[config.mk]
export PLATFORM = sky130hd
export DESIGN_NAME = conv_window_fetch
export DESIGN_NICKNAME = d
export VERILOG_FILES = /design/src/rtl/conv_window_fetch.sv
export SDC_FILE = /design/constraint.sdc
export NUM_CORES = 1
export LEC_CHECK = 0
export CAP_MARGIN = 20
export CORE_MARGIN = 3
export CORE_UTILIZATION = 45
export CTS_CLUSTER_DIAMETER = 40
export DETAILED_ROUTE_END_ITERATION = 6
export PLACE_DENSITY_LB_ADDON = 0.08
export SLEW_MARGIN = 15
export SYNTH_ARGS = -nofsm -noshare
export SYNTH_HDL_FRONTEND = slang
export SYNTH_SLANG_ARGS = --single-unit
[constraint.sdc]
create_clock -name clk -period 4.5 [get_ports clk]
set_clock_uncertainty 0.1 [all_clocks]
set_input_delay 0.45 -clock clk [delete_from_list [all_inputs] [get_ports clk]]
set_output_delay 0.45 -clock clk [all_outputs]
set_load 0.005 [all_outputs]
[src/rtl/conv_window_fetch.sv]
`timescale 1ns/1ps
`default_nettype none
// ============================================================================
//  Module      : conv_window_fetch
//  Description : Walks a square feature map in raster order, reading the nine
//                pixels of each 3x3 window from the pixel RAM (one read per
//                cycle), and presents the packed window downstream through a
//                valid/ready handshake. One window in flight at a time.
//  Ports       : clk, rst            - clock, synchronous active-high reset
//                start               - begin one frame pass (sampled in IDLE)
//                busy, done          - pass in progress / end-of-pass pulse
//                re_p, read_addressp - pixel RAM read port
//                qp                  - pixel RAM data, one cycle after re_p
//                window_data         - tap k at [SIZE_1*(k+1)-1:SIZE_1*k]
//                window_valid/ready  - downstream handshake
//                win_row, win_col    - window coordinate
//  Options     : `define CONV_WINDOW_ZERO_PAD_EN selects 'same' padding
//                (centre-indexed windows, out-of-image taps read as zero).
//  Revision    : 1.0 - initial release
// ============================================================================
module conv_window_fetch #(
    parameter int picture_size     = 28,
    parameter int SIZE_1           = 16,
    parameter int SIZE_address_pix = 16,
    parameter int BASE_ADDR        = 0,
    parameter int COORD_W          = 8
) (
    input  logic                        clk,
    input  logic                        rst,
    input  logic                        start,
    output logic                        busy,
    output logic                        done,
    output logic                        re_p,
    output logic [SIZE_address_pix-1:0] read_addressp,
    input  logic [SIZE_1-1:0]           qp,
    output logic [9*SIZE_1-1:0]         window_data,
    output logic                        window_valid,
    input  logic                        window_ready,
    output logic [COORD_W-1:0]          win_row,
    output logic [COORD_W-1:0]          win_col
);

    localparam int AW = SIZE_address_pix + COORD_W;

`ifdef CONV_WINDOW_ZERO_PAD_EN
    localparam logic [COORD_W-1:0] c_last_idx = COORD_W'(picture_size - 1);
`else
    localparam logic [COORD_W-1:0] c_last_idx = COORD_W'(picture_size - 3);
`endif

    typedef enum logic [2:0] {
        S_IDLE  = 3'd0,
        S_FETCH = 3'd1,
        S_DRAIN = 3'd2,
        S_EMIT  = 3'd3,
        S_DONE  = 3'd4
    } state_t;

    state_t             r_state;
    state_t             w_state_nxt;
    logic [3:0]         r_k;
    logic [COORD_W-1:0] r_row;
    logic [COORD_W-1:0] r_col;
    logic [SIZE_1-1:0]  r_tap [9];
    logic               r_rd_prev;   // the read issued last cycle was a real RAM read

    logic [1:0]         w_dy;
    logic [1:0]         w_dx;
    logic [AW-1:0]      w_row_ext;
    logic [AW-1:0]      w_col_ext;
    logic [AW-1:0]      w_addr_full;
    logic               w_in_image;
    logic               w_last;

    // Tap offset inside the window for the current fetch slot
    always_comb begin
        w_dy = 2'd0;
        w_dx = 2'd0;
        case (r_k)
            4'd0: begin w_dy = 2'd0; w_dx = 2'd0; end
            4'd1: begin w_dy = 2'd0; w_dx = 2'd1; end
            4'd2: begin w_dy = 2'd0; w_dx = 2'd2; end
            4'd3: begin w_dy = 2'd1; w_dx = 2'd0; end
            4'd4: begin w_dy = 2'd1; w_dx = 2'd1; end
            4'd5: begin w_dy = 2'd1; w_dx = 2'd2; end
            4'd6: begin w_dy = 2'd2; w_dx = 2'd0; end
            4'd7: begin w_dy = 2'd2; w_dx = 2'd1; end
            4'd8: begin w_dy = 2'd2; w_dx = 2'd2; end
            default: begin w_dy = 2'd0; w_dx = 2'd0; end
        endcase
    end

    assign w_row_ext = AW'(r_row) + AW'(w_dy);
    assign w_col_ext = AW'(r_col) + AW'(w_dx);

`ifdef CONV_WINDOW_ZERO_PAD_EN
    // Centre-indexed: the image pixel is (row+dy-1, col+dx-1); ext==0 means -1.
    assign w_in_image  = (w_row_ext != '0) && (w_row_ext <= AW'(picture_size)) &&
                         (w_col_ext != '0) && (w_col_ext <= AW'(picture_size));
    assign w_addr_full = AW'(BASE_ADDR) + (w_row_ext - AW'(1)) * AW'(picture_size)
                       + (w_col_ext - AW'(1));
`else
    assign w_in_image  = 1'b1;
    assign w_addr_full = AW'(BASE_ADDR) + w_row_ext * AW'(picture_size) + w_col_ext;
`endif

    assign w_last = (r_row == c_last_idx) && (r_col == c_last_idx);

    // Next-state logic
    always_comb begin
        w_state_nxt = r_state;
        case (r_state)
            S_IDLE:  if (start) w_state_nxt = S_FETCH;
            S_FETCH: if (r_k == 4'd8) w_state_nxt = S_DRAIN;
            S_DRAIN: w_state_nxt = S_EMIT;
            S_EMIT:  if (window_ready) w_state_nxt = w_last ? S_DONE : S_FETCH;
            S_DONE:  w_state_nxt = S_IDLE;
            default: w_state_nxt = S_IDLE;
        endcase
    end

    // Outputs
    always_comb begin
        re_p          = 1'b0;
        read_addressp = '0;
        if (r_state == S_FETCH && w_in_image) begin
            re_p          = 1'b1;
            read_addressp = w_addr_full[SIZE_address_pix-1:0];
        end
    end

    assign busy         = (r_state == S_FETCH) || (r_state == S_DRAIN) || (r_state == S_EMIT);
    assign done         = (r_state == S_DONE);
    assign window_valid = (r_state == S_EMIT);
    assign win_row      = r_row;
    assign win_col      = r_col;

    generate
        for (genvar g = 0; g < 9; g++) begin : g_pack
            assign window_data[SIZE_1*g +: SIZE_1] = r_tap[g];
        end
    endgenerate

    // State, counters and tap capture
    always_ff @(posedge clk) begin
        if (rst) begin
            r_state   <= S_IDLE;
            r_k       <= 4'd0;
            r_row     <= '0;
            r_col     <= '0;
            r_rd_prev <= 1'b0;
            for (int i = 0; i < 9; i++) begin
                r_tap[i] <= '0;
            end
        end else begin
            r_state   <= w_state_nxt;
            r_rd_prev <= re_p;
            case (r_state)
                S_IDLE: begin
                    if (start) begin
                        r_row <= '0;
                        r_col <= '0;
                        r_k   <= 4'd0;
                    end
                end
                S_FETCH: begin
                    r_k <= (r_k == 4'd8) ? 4'd0 : r_k + 4'd1;
                    // RAM data lags the address by one cycle, so slot k fills tap k-1
                    if (r_k != 4'd0) begin
                        r_tap[r_k - 4'd1] <= r_rd_prev ? qp : '0;
                    end
                end
                S_DRAIN: begin
                    r_tap[8] <= r_rd_prev ? qp : '0;
                end
                S_EMIT: begin
                    if (window_ready && !w_last) begin
                        if (r_col == c_last_idx) begin
                            r_col <= '0;
                            r_row <= r_row + 1'b1;
                        end else begin
                            r_col <= r_col + 1'b1;
                        end
                    end
                end
                default: ;
            endcase
        end
    end

endmodule
`default_nettype wire

==> impl_table.tex, run 1 <==
\begin{tabular}{lr}
\hline
Metric & Value \\
\hline
\multicolumn{2}{l}{\textbf{Cells and area}} \\
\quad Sequential cell area & 4888 um\^{}2 \\
\quad N\_diodes & 0 \\
\quad Nets@finish & 1017 \\
\quad Layout overhead on the synthesized area & 40.95\% \\
\quad Area taken by multi-input logic gates & 3306 um\^{}2 \\
\quad Filler instances & 1301 \\
\quad Fraction of final layout cells with drive strength greater than 1 & 0.1870 \\
\multicolumn{2}{l}{\textbf{Timing}} \\
\quad Final Hold Viols & 0 \\
\quad Final critical-path required period & 4.756 ns \\
\quad Setup violations, final & 8 \\
\quad Worst slew pin tran & 0.9625 ns \\
\quad Final critical-path setup slack & -0.2561 ns \\
\quad Max-slew violation count & 0 \\
\quad Relative slew margins & 0.3529 \\
\quad Post-route worst hold slack & 0.5014 ns \\
\quad Post-route clock period utilization & 1.057 \\
\quad Achievable Freq & 0.2103 GHz \\
\quad Total Negative Setup Slacks & -1.303 ns \\
\quad Setup repair after global routing missed its margin & yes \\
\multicolumn{2}{l}{\textbf{Synth}} \\
\quad Most frequent cells after synthesis & nor2\_1, edfxtp\_1, nand2\_1, ha\_1, inv\_1 \\
\quad Cells taking the most area after synthesis & edfxtp\_1, nor2\_1, dfxtp\_1 \\
\quad Flip-flop and latch count after synthesis & 172 \\
\quad Most used DFF post-synth & edfxtp\_1 \\
\quad Largest family of logic cells by synthesized area & simple AND/OR/NAND/NOR gates \\
\quad Xor/xnor share of the synthesized area & 0.04241 \\
\quad Number of flops mapped to enable cells by yosys & 144 \\
\quad Instance count of the mapped netlist & 701 \\
\quad Async set-or-reset flop fraction in the synthesized netlist & 0 \\
\quad Number of distinct standard cells referenced by the synthesized netlist & 74 \\
\quad Mux contribution to synthesized area & 0.003040 \\
\quad Total nets after synthesis & 763 \\
\quad Adder and majority cell fraction of the synthesized area & 0.07115 \\
\quad Compound-cell area share of the yosys netlist & 0.06978 \\
\quad Basic-gate share of the synthesized area counting and, or, nand and nor cells & 0.1830 \\
\quad Sequential share of the synthesized area & 0.5935 \\
\quad Proportion of netlist area held by the largest area contributor & 0.5254 \\
\quad Leading area contributor after synthesis & edfxtp\_1 \\
\quad Post-Synthesis Mean Instance Area & 11.74 um\^{}2 \\
\quad Netlist area before placement & 8230 um\^{}2 \\
\quad Yosys warns & 0 \\
\quad Most repeated cell in the gate-level netlist after synthesis & nor2\_1 \\
\multicolumn{2}{l}{\textbf{GRT}} \\
\quad Wire length of the first global-routing pass & 33.99 mm \\
\quad Remaining global-route overflow & 0 \\
\quad Via count of the first global-routing pass & 6303 \\
\quad Maximum number of pins on one net before global-route repair & 26 \\
\quad Antenna violations before repair & 0 \\
\quad Total track usage & 0.2203 \\
\multicolumn{2}{l}{\textbf{Clock network}} \\
\quad Count of H-tree levels built during CTS & 4 \\
\quad Clock slew at reported path FFs & 0.07 ns \\
\quad Inserted Clock Buffers & 17 \\
\quad Buffer levels on the longest clock path & 2 \\
\quad TritonCTS Sinks & 172 \\
\quad Clk root buf & clkbuf\_16 \\
\quad Cts-stage hold buffer count & 0 \\
\quad CTS tree & yes \\
\quad Clock Latency Late Sink & 0.43 ns \\
\multicolumn{2}{l}{\textbf{Place}} \\
\quad Last weighted congestion value of the routability-driven placer & 0.8893 \\
\quad Buffers added on ports & 198 \\
\quad HPWL Detailed & 15.93 mm \\
\multicolumn{2}{l}{\textbf{Worst setup path}} \\
\quad Maximum fanout count along the critical path & 3 \\
\quad List of cells traversed by the critical path & ha\_4 -> fa\_2 -> xor2\_2 -> inv\_2 -> fa\_1 -> inv\_2 -> ha\_4 -> fa\_2 -> xor2\_1 -> ha\_1 -> buf\_4 -> nand2\_1 -> a32oi\_2 -> nor4b\_4 -> mux2\_4 -> buf\_6 \\
\quad Crit path buffers/inverters & 4 \\
\quad Arrival time of data at the critical path endpoint & 4.21 ns \\
\quad WS Path Type & reg2out \\
\quad Worst Setup Start Kind & register \\
\quad Required time of the critical path & 3.95 ns \\
\quad Cell with the largest stage delay on the worst path & fa\_1 \\
\quad Largest stage delay on the critical path & 0.50 ns \\
\quad CP endpoint kind & primary output \\
\quad Kind of cell adding the most delay to the critical path & adder cells \\
\multicolumn{2}{l}{\textbf{Die}} \\
\quad Floorplan die height & 141.2 um \\
\quad Die X & 141.2 um \\
\quad Die area & 19950 um\^{}2 \\
\quad Floorplan Core Area & 17600 um\^{}2 \\
\quad Effective utilization at floorplan & 0.4677 \\
\quad Placement Rows & 48 \\
\quad I/O pin cnt & 200 \\
\multicolumn{2}{l}{\textbf{Pwr}} \\
\quad Leak pwr & 4.409 nW \\
\quad VDD IR max & 0.2674 mV \\
\quad Power per cell area & 324.0 nW/um\^{}2 \\
\multicolumn{2}{l}{\textbf{Drt}} \\
\quad Total wirelength of the detailed-routed design & 21.84 mm \\
\quad First-pass DRT Iterations & 5 \\
\quad Via density per instance & 5.252 \\
\quad Routed Antenna Nets & 0 \\
\quad Residual DRC & 0 \\
\quad Via count & 6266 \\
\quad Average wire per cell in the routed design & 18.31 um \\
\quad Number of DRC markers in iteration 0 & 347 \\
\multicolumn{2}{l}{\textbf{Job}} \\
\quad Number of maximum-capacitance violations & 0 \\
\multicolumn{2}{l}{\textbf{Status}} \\
\quad Outcome & finished with violations \\
\quad Failing checks & setup timing \\
\multicolumn{2}{l}{\textbf{Hold path}} \\
\quad Worst hold path type & reg2reg \\
\hline
\end{tabular}
[per-stage QoR]
stage	instance area, um^2	std cells	power, W	utilization	setup slack [ns]
floorplan	8240	701	0.002109	-	0.001540
global placement	10670	1144	0.002346	0.6063	-0.4200
detailed placement	10670	1144	0.002359	0.6063	-0.5704
CTS	11470	1188	0.003765	0.6520	-0.3048
global route	11600	1193	0.003899	0.6593	-0.4272
finish	11600	1193	0.003759	0.6593	-0.2561
[worst min-delay path, cell delays in order (launching register included)]
cell,delay (ns)
dfxtp_1,0.39
inv_1,0.10
a211oi_1,0.07
[per-layer routing]
layer	vias to the layer above	part of all wire	track usage
met5	-	0	0
met4	0	0.017	0.06374
met3	30	0.082	0.05427
met2	271	0.50	0.3875
met1	3026	0.40	0.2689
li1	2939	-	-
[power breakdown]
part	switching, W	internal [W]
registers	0.0000509	0.00179
clock network	0.000673	0.000740
logic	0.000273	0.000235
total	0.000996	0.00276
[kinds of logic after synthesis]
kind of cell	after synthesis
xor gates and xnor gates	39
AOI/OAI and AO/OA	74
other	1
adders and majority gates	42
buffers and inverters	58
muxes	2
DFF	172
and+or+nand+nor	313
[sequential cells by signal (all words and copies together), names as in the netlist]
register and flops:
r_tap 144, win_col 8, win_row 8, r_k 4, r_state 3, w_dx 2
w_dy 2, r_rd_prev 1
[area by class of cell]
cell class	count	area share
clock buffers	18	0.03699
clock inverters	14	0.01230
inverters	32	0.01046
multi-input cells	471	0.2849
flip-flops and latches	172	0.4214
well taps	225	0.02427
repair buffers	261	0.2097
[path summary, 6_finish.rpt]
check                               start                          to  slack, ns  cells past startpoint
setup / recovery  win_row[0]$_SDFFE_PP0P_           read_addressp[13]      -0.26                     16
hold / removal    win_col[1]$_SDFFE_PP0P_     win_col[1]$_SDFFE_PP0P_       0.50                      2
setup reg to reg      r_k[0]$_SDFFE_PP0P_  r_tap[2][12]$_SDFFCE_PN0P_       0.74                      8
hold reg to reg   win_col[1]$_SDFFE_PP0P_     win_col[1]$_SDFFE_PP0P_       0.50                      2
[timing repair]
action                                  CTS  global route
pin swaps                                32            18
resized for setup                        75            17
hold endpoints to repair                  0             0
buffers inserted                         13             5
endpoints found under the setup margin   10            10
[cell usage in the layout, fill, tap and decap left out, types with 5 or more instances in the layout]
master / Yosys / final
nor2_1: 185 / 183
nand2_2: 5 / 5
o21bai_1: 5 / 5
edfxtp_1: 144 / 144
nand2_1: 35 / 34
xnor2_1: 16 / 15
and3_1: 9 / 8
xor2_1: 22 / 19
nor2_2: 3 / 5
dfxtp_1: 28 / 25
and2_1: 10 / 10
ha_1: 34 / 25
o21ai_0: 10 / 7
inv_8: 0 / 6
clkbuf_16: 0 / 17
fa_1: 8 / 5
a21oi_1: 17 / 11
buf_6: 8 / 5
nand2b_1: 15 / 14
clkdlybuf4s50_1: 0 / 188
a21oi_2: 3 / 7
buf_4: 4 / 59
inv_1: 31 / 28
ha_4: 0 / 8
nand4_1: 7 / 7
buf_2: 6 / 7
Note: power is estimated with default switching activity, not from simulation.
==> run 2: changes to the inputs <==
--- a/config.mk
+++ b/config.mk
@@ -5,13 +5,13 @@
 export SDC_FILE = /design/constraint.sdc
 export NUM_CORES = 1
 export LEC_CHECK = 0
+export ABC_CLOCK_PERIOD_IN_PS = 4500
 export CAP_MARGIN = 20
 export CORE_MARGIN = 3
 export CORE_UTILIZATION = 45
 export CTS_CLUSTER_DIAMETER = 40
 export DETAILED_ROUTE_END_ITERATION = 6
 export PLACE_DENSITY_LB_ADDON = 0.08
-export SLEW_MARGIN = 15
 export SYNTH_ARGS = -nofsm -noshare
 export SYNTH_HDL_FRONTEND = slang
 export SYNTH_SLANG_ARGS = --single-unit
==> results of run 2 <==
No change in the layout: final DEF, timing and power equal those of run 1.
==> run 3: changes to the inputs <==
--- a/config.mk
+++ b/config.mk
@@ -11,7 +11,9 @@
 export CORE_UTILIZATION = 45
 export CTS_CLUSTER_DIAMETER = 40
 export DETAILED_ROUTE_END_ITERATION = 6
+export GPL_ROUTABILITY_DRIVEN = 0
 export PLACE_DENSITY_LB_ADDON = 0.08
+export SLEW_MARGIN = 10
 export SYNTH_ARGS = -nofsm -noshare
 export SYNTH_HDL_FRONTEND = slang
 export SYNTH_SLANG_ARGS = --single-unit
==> results of run 3 <==
No change in the layout: final DEF, timing and power equal those of run 1.
